## src/rtl/ecpu_bus_pkg.sv

```systemverilog
// Shared Wishbone bus types and helpers for the ecpu memory arbiters.
package ecpu_bus_pkg;

    localparam int WB_ADDR_W = 32;
    localparam int WB_DATA_W = 32;
    localparam int WB_SEL_W  = WB_DATA_W / 8;

    // Master-to-slave request bundle.
    typedef struct packed {
        logic                 cyc;
        logic                 stb;
        logic                 we;
        logic [WB_ADDR_W-1:0] adr;
        logic [WB_DATA_W-1:0] dat;
        logic [WB_SEL_W-1:0]  sel;
    } wb_req_t;

    // Slave-to-master response bundle.
    typedef struct packed {
        logic                 ack;
        logic                 err;
        logic [WB_DATA_W-1:0] dat;
    } wb_rsp_t;

    // Arbiter ownership state.
    typedef enum logic [1:0] {
        IDLE = 2'd0,
        OWN0 = 2'd1,
        OWN1 = 2'd2
    } arb_state_e;

    // Counter width able to hold 0..t, never narrower than one bit.
    function automatic int wd_cnt_width(input int t);
        return ($clog2(t + 1) < 1) ? 1 : $clog2(t + 1);
    endfunction

endpackage

```

## src/rtl/wb_watchdog.sv

```systemverilog
// Stall watchdog: counts consecutive cycles a strobe is active without
// progress (ack/err) and fires a single-cycle pulse after TIMEOUT_CYCLES.
// TIMEOUT_CYCLES = 0 disables it (fire tied low).
module wb_watchdog
    import ecpu_bus_pkg::*;
#(
    parameter int TIMEOUT_CYCLES = 16
) (
    input  logic clk_i,
    input  logic rst_i,
    input  logic active,
    input  logic progress,
    output logic fire
);

    localparam int CNT_W = wd_cnt_width(TIMEOUT_CYCLES);

    generate
        if (TIMEOUT_CYCLES > 0) begin : g_wd
            localparam logic [CNT_W-1:0] LAST = CNT_W'(TIMEOUT_CYCLES - 1);

            logic [CNT_W-1:0] wd_cnt;

            // Fire on the last allowed stalled cycle; the pulse itself clears the count.
            assign fire = active && !progress && (wd_cnt == LAST);

            // Count stalled strobe cycles; any progress, idle strobe or fire restarts.
            always_ff @(posedge clk_i) begin
                if (rst_i || !active || progress || fire) begin
                    wd_cnt <= '0;
                end else begin
                    wd_cnt <= wd_cnt + CNT_W'(1);
                end
            end
        end else begin : g_off
            logic unused_wd;
            assign unused_wd = ^{clk_i, rst_i, active, progress};
            assign fire      = 1'b0;
        end
    endgenerate

endmodule

```

## src/rtl/imem_wb_arbiter.sv

```systemverilog
// Two-master Wishbone arbiter in front of the instruction memory.
// Master 0 is the fetch unit, master 1 the debug/program loader.
// Ownership is registered and held for the whole bus cycle (cyc high);
// arbitration costs one idle cycle between owners.
// Handshake: the owner's cyc/stb/we/adr/dat/sel pass straight to the slave;
// a transfer completes in any cycle where stb and ack (or err) are both high.
// The non-owner sees ack/err/dat held at 0 and simply waits.
module imem_wb_arbiter
    import ecpu_bus_pkg::*;
#(
    parameter int ADDR_WIDTH     = 32,
    parameter int DATA_WIDTH     = 32,
    parameter int ROUND_ROBIN    = 1,
    parameter int TIMEOUT_CYCLES = 16
) (
    input  logic                    clk_i,
    input  logic                    rst_i,

    input  logic                    m0_cyc_i,
    input  logic                    m0_stb_i,
    input  logic                    m0_we_i,
    input  logic [ADDR_WIDTH-1:0]   m0_adr_i,
    input  logic [DATA_WIDTH-1:0]   m0_dat_i,
    input  logic [DATA_WIDTH/8-1:0] m0_sel_i,
    output logic                    m0_ack_o,
    output logic                    m0_err_o,
    output logic [DATA_WIDTH-1:0]   m0_dat_o,

    input  logic                    m1_cyc_i,
    input  logic                    m1_stb_i,
    input  logic                    m1_we_i,
    input  logic [ADDR_WIDTH-1:0]   m1_adr_i,
    input  logic [DATA_WIDTH-1:0]   m1_dat_i,
    input  logic [DATA_WIDTH/8-1:0] m1_sel_i,
    output logic                    m1_ack_o,
    output logic                    m1_err_o,
    output logic [DATA_WIDTH-1:0]   m1_dat_o,

    output logic                    s_cyc_o,
    output logic                    s_stb_o,
    output logic                    s_we_o,
    output logic [ADDR_WIDTH-1:0]   s_adr_o,
    output logic [DATA_WIDTH-1:0]   s_dat_o,
    output logic [DATA_WIDTH/8-1:0] s_sel_o,
    input  logic                    s_ack_i,
    input  logic                    s_err_i,
    input  logic [DATA_WIDTH-1:0]   s_dat_i,

    output logic [1:0]              grant_o,
    output logic                    timeout_o
);

    arb_state_e state;
    arb_state_e state_nxt;
    logic       last_grant;       // 0 = master 0 owned last, 1 = master 1
    logic       last_grant_nxt;
    logic       wd_active;
    logic       wd_progress;
    logic       wd_fire;

    // State and fairness registers; reset favours master 0 on the first tie.
    always_ff @(posedge clk_i) begin
        if (rst_i) begin
            state      <= IDLE;
            last_grant <= 1'b1;
        end else begin
            state      <= state_nxt;
            last_grant <= last_grant_nxt;
        end
    end

    // Arbitration in IDLE, release to IDLE when the owner drops cyc.
    always_comb begin
        state_nxt      = state;
        last_grant_nxt = last_grant;
        unique case (state)
            IDLE: begin
                if (m0_cyc_i && m1_cyc_i) begin
                    if ((ROUND_ROBIN != 0) && !last_grant) begin
                        state_nxt      = OWN1;
                        last_grant_nxt = 1'b1;
                    end else begin
                        state_nxt      = OWN0;
                        last_grant_nxt = 1'b0;
                    end
                end else if (m0_cyc_i) begin
                    state_nxt      = OWN0;
                    last_grant_nxt = 1'b0;
                end else if (m1_cyc_i) begin
                    state_nxt      = OWN1;
                    last_grant_nxt = 1'b1;
                end
            end
            OWN0: begin
                if (!m0_cyc_i) state_nxt = IDLE;
            end
            OWN1: begin
                if (!m1_cyc_i) state_nxt = IDLE;
            end
            default: state_nxt = IDLE;
        endcase
    end

    // Watchdog watches the owner's strobe; ack or err counts as progress.
    assign wd_active   = ((state == OWN0) && m0_stb_i) || ((state == OWN1) && m1_stb_i);
    assign wd_progress = s_ack_i || s_err_i;

    wb_watchdog #(
        .TIMEOUT_CYCLES(TIMEOUT_CYCLES)
    ) u_watchdog (
        .clk_i    (clk_i),
        .rst_i    (rst_i),
        .active   (wd_active),
        .progress (wd_progress),
        .fire     (wd_fire)
    );

    // Request/response mux; a watchdog fire withdraws stb and errors the owner.
    always_comb begin
        s_cyc_o   = 1'b0;
        s_stb_o   = 1'b0;
        s_we_o    = 1'b0;
        s_adr_o   = '0;
        s_dat_o   = '0;
        s_sel_o   = '0;
        m0_ack_o  = 1'b0;
        m0_err_o  = 1'b0;
        m0_dat_o  = '0;
        m1_ack_o  = 1'b0;
        m1_err_o  = 1'b0;
        m1_dat_o  = '0;
        grant_o   = 2'b00;
        timeout_o = 1'b0;
        unique case (state)
            OWN0: begin
                s_cyc_o   = m0_cyc_i;
                s_stb_o   = m0_stb_i && !wd_fire;
                s_we_o    = m0_we_i;
                s_adr_o   = m0_adr_i;
                s_dat_o   = m0_dat_i;
                s_sel_o   = m0_sel_i;
                m0_ack_o  = s_ack_i;
                m0_err_o  = s_err_i || wd_fire;
                m0_dat_o  = s_dat_i;
                grant_o   = 2'b01;
                timeout_o = wd_fire;
            end
            OWN1: begin
                s_cyc_o   = m1_cyc_i;
                s_stb_o   = m1_stb_i && !wd_fire;
                s_we_o    = m1_we_i;
                s_adr_o   = m1_adr_i;
                s_dat_o   = m1_dat_i;
                s_sel_o   = m1_sel_i;
                m1_ack_o  = s_ack_i;
                m1_err_o  = s_err_i || wd_fire;
                m1_dat_o  = s_dat_i;
                grant_o   = 2'b10;
                timeout_o = wd_fire;
            end
            default: begin
            end
        endcase
    end

endmodule

```

## config.mk

```make
export PLATFORM = sky130hd
export DESIGN_NAME = imem_wb_arbiter
export DESIGN_NICKNAME = d
export VERILOG_FILES = /design/src/rtl/ecpu_bus_pkg.sv /design/src/rtl/wb_watchdog.sv /design/src/rtl/imem_wb_arbiter.sv
export SDC_FILE = /design/constraint.sdc
export NUM_CORES = 1
export LEC_CHECK = 0
export CORE_AREA = 2 2 123 125
export DETAILED_ROUTE_END_ITERATION = 7
export DIE_AREA = 0 0 125 127
export GPL_TIMING_DRIVEN = 1
export PLACE_DENSITY_LB_ADDON = 0.2
export SLEW_MARGIN = 40
export SYNTH_ARGS = -nofsm -noshare
export SYNTH_HDL_FRONTEND = slang
export SYNTH_SLANG_ARGS = --single-unit
```

## constraint.sdc

```tcl
create_clock -name clk_i -period 3.9 [get_ports clk_i]
set_clock_uncertainty 0.05 [all_clocks]
set_input_delay 1.17 -clock clk_i [delete_from_list [all_inputs] [get_ports clk_i]]
set_output_delay 1.17 -clock clk_i [all_outputs]
set_load 0.005 [all_outputs]
```

==> results of run 1 <==
==> through the flow <==
step                      cell area (µm²)  power [mW]  utilization  hold WS, ns
after floorplan                      1990       0.370            -        0.367
after global placement               5410       0.809        0.375        0.377
after detailed placement             5410       0.816        0.375        0.394
after CTS                            5490       0.992        0.380        0.399
after global routing                 5490        1.04        0.381        0.425
final                                5490       0.975        0.381        0.395
==> cells by family (layout without fill, tap and decap cells) <==
logic type | Yosys count | in the layout
buf+inv | 38 | 337
flops | 8 | 8
fa+ha+maj | 7 | 7
mux | 1 | 1
simple gates | 151 | 151
xor+xnor | 2 | 2
compound gates | 80 | 80
==> power by group through the flow <==
stage / clock (mW) / combinational, mW / sequential (mW)
finish: 0.171 / 0.714 / 0.0905
global route: 0.177 / 0.774 / 0.0910
CTS: 0.173 / 0.728 / 0.0906
global placement: 0 / 0.718 / 0.0913
floorplan: 0 / 0.280 / 0.0898
detailed placement: 0 / 0.724 / 0.0919
==> cells in the final DEF, fill, tap and decap left out, types with 2 or more instances in the layout <==
cell	instances
a22oi_1	70
nor2b_1	70
buf_12	3
dfxtp_1	8
and2_1	67
ha_4	2
dlygate4sd2_1	3
nor2_1	7
clkdlybuf4s50_1	314
clkbuf_16	3
dlymetal6s2s_1	2
ha_1	4
o32ai_1	2
o21a_1	2
inv_1	6
buf_4	6
a21oi_1	2
==> worst max path at each step <==
stage / from / to / slack, ns / cells past startpoint
2_1_floorplan: m0_stb_i / timeout_o / 0.95 / 3
3_3_place_gp: m0_stb_i / timeout_o / -0.10 / 5
3_5_place_dp: m0_stb_i / timeout_o / -0.13 / 5
4_1_cts: m1_stb_i / m0_err_o / 0.002 / 5
5_1_grt: s_err_i / m0_err_o / 0.04 / 4
6_report: s_err_i / m0_err_o / 0.07 / 4
==> per-layer routing <==
metal,vias up,track usage
li1,1599,-
met1,1502,0.152
met2,165,0.260
met3,26,0.0297
met4,0,0.0412
met5,-,0
==> registers in the layout (all words and copies together) (netlist names) <==
signal / count
state: 2
last_grant: 1
u_watchdog.g_wd.wd_cnt: 5
==> repair_timing <==
| item | 4_1_cts | 5_1_grt |
|---|---|---|
| gates resized for setup | 4 | 2 |
| pin swaps | 1 | 2 |
| endpoints found under the setup margin | 4 | 2 |
| setup buffers | 0 | 0 |
==> final cells by class <==
type	instances	area, µm²
clock buffer	3	75.1
fill	1482	8930
inverter	6	22.5
multi-input combinational	241	1700
sequential	8	160
tap	184	230
timing repair buffer	328	3300
==> flow_summary.yaml, run 1 <==
sta:
  finalSetupTns_ns: 0
  fin_ws_ns: 0.0686
  fin_crit_sh: 0.982
  slew_headroom: 0.673
  max_freq_ghz: 0.261
  worst_pin_slew_ns: 0.491
  setup_viol: 0
  drv_slew: 0
  hold_viol: 0
  rsz0062_at_grt: "false"
  fin_crit_ns: 3.83
detailed_routing:
  via_per_inst: 4.28
  highest_layer: "met4"
  drt-total-wl_um: 12000
  met1Wirelength_um: 4540
  wl_per_cell_um: 15.5
  drcViolationCount: 0
  firstDrtPassIters: 4
  via_count: 3292
  drtIter0Drc: 129
  routed-wl-met3_um: 893
  wl_met2_um: 6190
  ant_nets: 0
synth:
  syn_area_per_cell_um2: 6.94
  yosysSeqAreaShare: 0.0805
  synth_xor_area_frac: 0.00880
  synth-simple-area-share: 0.475
  synthDistinctLibCells: 27
  synth_mux_area_frac: 0.00503
  yosysTopAreaCell: "a22oi_1"
  synthTopCellsByCount: "a22oi_1, nor2b_1, and2_1, clkbuf_1"
  synth_ff_type: "dfxtp_1"
  synth-compound-area-share: 0.305
  synth_top_family_by_area: "simple AND/OR/NAND/NOR gates"
  synth_fp_nets: 472
  async_reset_ff_frac: 0
  post_synth_fa_ha_maj_area_fraction: 0.0440
  ys_warn_count: 0
  synth_area_leaders: "a22oi_1, nor2b_1, and2_1"
  synth_seq_cells: 8
  synth_top_cell_area_share: 0.264
  synth_edf_count: 0
  synthCells: 287
  synth_area_um2: 1990
floorplanning:
  die_height_um: 127
  core_um2: 14400
  num_rows: 44
  die_w_um: 125
  dieArea_um2: 15900
  boundaryPins: 320
  start_util: 0.138
cells_and_area:
  instances_no_fill: 770
  fin_nets: 773
  drive_above_1_share: 0.0307
  antennaDiodeCount: 0
  syn2layout_area_growth_pct: 176
placement:
  gp_congestion: 0.843
  dp.cells: 767
  hpwl_um: 9680
  port_buffers: 319
  pre_cts_ws_ns: -0.130
power_and_ir_drop:
  ir_drop_v: 0.000225
  power_switching_share: 0.312
  p_sw_uw: 304
  clockPowerShare: 0.175
  powerDensity_nw_per_um2: 178
  leakage_nw: 1.85
  seq_power_share: 0.093
  p_int_uw: 671
  power_frac_comb: 0.732
clock_tree:
  clock_latency_ns: 0.23
  cts_hold_buf: 0
  cts-root-buf: "clkbuf_16"
  clk_pin_slew_ns: 0.03
  clock-sinks: 8
  cts_tree: "built"
  clk_path_buf_depth: 2
  numCtsBuffers: 3
  cts_max_level: 1
setup_path:
  crit_type: "in2out"
  reg2reg_to: "state[1]$_SDFFE_PP0P_"
  cp-end-kind: "output pin"
  path_max_fanout: 4
  r2r_start: "state[1]$_SDFFE_PP0P_"
  start_kind: "input port"
  cp_slowest_stage_delay_ns: 0.49
  cp_top_family: "buffers and inverters"
  worstPathCellList: "clkdlybuf4s50_1 > nor4b_4 > o21a_1 > clkdlybuf4s50_1"
  reg2reg_slack_ns: 1.90
  critPathBufInv: 2
  cp_slowest_cell: "clkdlybuf4s50_1"
  cp_data_arrival_time_ns: 2.61
  cp.required_ns: 2.68
  r2r.worst_path.cells: 6
  crit_top_cell: "clkdlybuf4s50_1"
grt:
  antenna_found_initial: 0
  grt_pass1_vias: 3297
  grt-ovfl-total: 0
  grt.total_usage: 0.137
  grt_max_degree: 56
  grt_pass1_wl_um: 17900
outcome:
  status: "completed"
min_path:
  min_from: "u_watchdog.g_wd.wd_cnt[0]$_SDFF_PP0_"
  hold_class: "reg2reg"
  whs_path_depth: 1
  hold-path-endpoint: "u_watchdog.g_wd.wd_cnt[0]$_SDFF_PP0_"
job:
  cap_violations: 0
Power figures use the tool's default switching activity.
==> run 2, diff against run 1 <==
--- a/config.mk
+++ b/config.mk
@@ -12,3 +12,2 @@
 export PLACE_DENSITY_LB_ADDON = 0.2
-export SLEW_MARGIN = 40
 export SYNTH_ARGS = -nofsm -noshare
==> constraint.sdc (replaced) <==
create_clock -name clk_i -period 3.9 [get_ports clk_i]
set_clock_uncertainty 0.05 [all_clocks]
set_input_delay 0.78 -clock clk_i [delete_from_list [all_inputs] [get_ports clk_i]]
set_output_delay 0.78 -clock clk_i [all_outputs]
set_load 0.005 [all_outputs]
==> flow_summary.yaml, run 2 (synthesized netlist as in run 1, its figures left out) <==
power_and_ir_drop:
  power_switching_share: 0.312
  clockPowerShare: 0.175
  p_sw_uw: 302
  power_frac_comb: 0.732
  leakage_nw: 1.80
  powerDensity_nw_per_um2: 178
  seq_power_share: 0.093
  p_int_uw: 668
  ir_drop_v: 0.000204
sta:
  hold_viol: 0
  slew_headroom: 0.624
  setup_viol: 0
  drv_slew: 0
  fin_crit_ns: 3.25
  rsz0062_at_grt: "false"
  worst_pin_slew_ns: 0.564
  finalSetupTns_ns: 0
  fin_crit_sh: 0.833
  max_freq_ghz: 0.308
grt:
  grt_pass1_wl_um: 18000
  grt.total_usage: 0.138
  antenna_found_initial: 0
  grt-ovfl-total: 0
  grt_pass1_vias: 3317
  grt_max_degree: 56
cells_and_area:
  final_cell_mix: "clkdlybuf4s50_1, a22oi_1, nor2b_1"
  top_register: "u_watchdog.g_wd.wd_cnt"
  final_common_cell: "clkdlybuf4s50_1"
  reg_top3: "u_watchdog.g_wd.wd_cnt x5, state x2, last_grant x1"
  largest_reg_flops: 5
  syn2layout_area_growth_pct: 174
  final_area_um2: 5450
  drive_above_1_share: 0.0241
  antennaDiodeCount: 0
  fin_nets: 769
setup_path:
  cp-end-kind: "output pin"
  crit_type: "in2out"
  start_kind: "input port"
  cp.required_ns: 3.07
  path_max_fanout: 4
  cp_data_arrival_time_ns: 2.42
clock_tree:
  cts-root-buf: "clkbuf_16"
  clock-sinks: 8
  cts_max_level: 1
  clk_path_buf_depth: 2
  cts_resized: 0
  post_cts_buffers: 0
  numCtsBuffers: 3
  cts_hold_buf: 0
  clock_latency_ns: 0.23
  cts_tree: "built"
  clk_pin_slew_ns: 0.03
detailed_routing:
  wl_per_cell_um: 15.8
  firstDrtPassIters: 4
  drcViolationCount: 0
  drtIter0Drc: 131
  via_count: 3223
  ant_nets: 0
  via_per_inst: 4.21
  drt-total-wl_um: 12100
floorplanning:
  core_um2: 14400
  die_w_um: 125
  start_util: 0.138
  num_rows: 44
  dieArea_um2: 15900
  boundaryPins: 320
  die_height_um: 127
outcome:
  status: "completed"
placement:
  hpwl_um: 9710
  placed_area_um2: 5380
  gp_congestion: 0.844
  port_buffers: 319
job:
  cap_violations: 0
min_path:
  hold_class: "reg2reg"
## run 2: worst paths after layout
kind                                              from                                    to  slack, ns  cells past startpoint
setup / recovery                              m0_stb_i                             timeout_o       0.65                      5
hold / removal    u_watchdog.g_wd.wd_cnt[0]$_SDFF_PP0_  u_watchdog.g_wd.wd_cnt[0]$_SDFF_PP0_       0.39                      1
setup reg to reg                 state[1]$_SDFFE_PP0P_                 state[1]$_SDFFE_PP0P_       1.97                      6
hold reg to reg   u_watchdog.g_wd.wd_cnt[0]$_SDFF_PP0_  u_watchdog.g_wd.wd_cnt[0]$_SDFF_PP0_       0.39                      1
## run 2: cell type report
type,instances,area [µm²]
Fill cell,1489,8970
Multi-Input combinational cell,241,1690
Clock buffer,3,75.1
Sequential cell,8,160
Timing Repair Buffer,324,3270
Tap cell,184,230
Inverter,6,22.5
## run 2: through the flow
step	instances	util	setup WS, ns	hold slack [ns]	power [mW]
6_report	766	0.378	0.651	0.391	0.970
5_1_grt	766	0.378	0.514	0.418	1.04
4_1_cts	766	0.378	0.637	0.393	0.988
3_5_place_dp	763	0.373	0.657	0.385	0.810
3_3_place_gp	763	0.373	0.679	0.379	0.804
2_1_floorplan	287	-	1.69	0.367	0.370
## run 2: worst max-delay path, cell delays in order
cell	delay, ns
clkdlybuf4s50_1	0.49
a22oi_2	0.10
nor4b_2	0.36
and2_1	0.18
clkdlybuf4s50_1	0.50
## run 2: power by group through the flow
stage          Clock (mW)  Sequential [mW]  Combinational, mW
2_1_floorplan           0           0.0898              0.280
3_3_place_gp            0           0.0912              0.713
3_5_place_dp            0           0.0918              0.719
4_1_cts             0.175           0.0905              0.723
5_1_grt             0.181           0.0911              0.768
6_report            0.169           0.0905              0.710
## run 2: routing by layer
| layer | track usage | part of all wire | vias to the layer above |
|---|---|---|---|
| met1 | 0.153 | 0.38 | 1481 |
| met5 | 0 | 0 | - |
| met3 | 0.0310 | 0.073 | 10 |
| met2 | 0.269 | 0.53 | 141 |
| li1 | - | - | 1591 |
| met4 | 0.0261 | 0.011 | 0 |
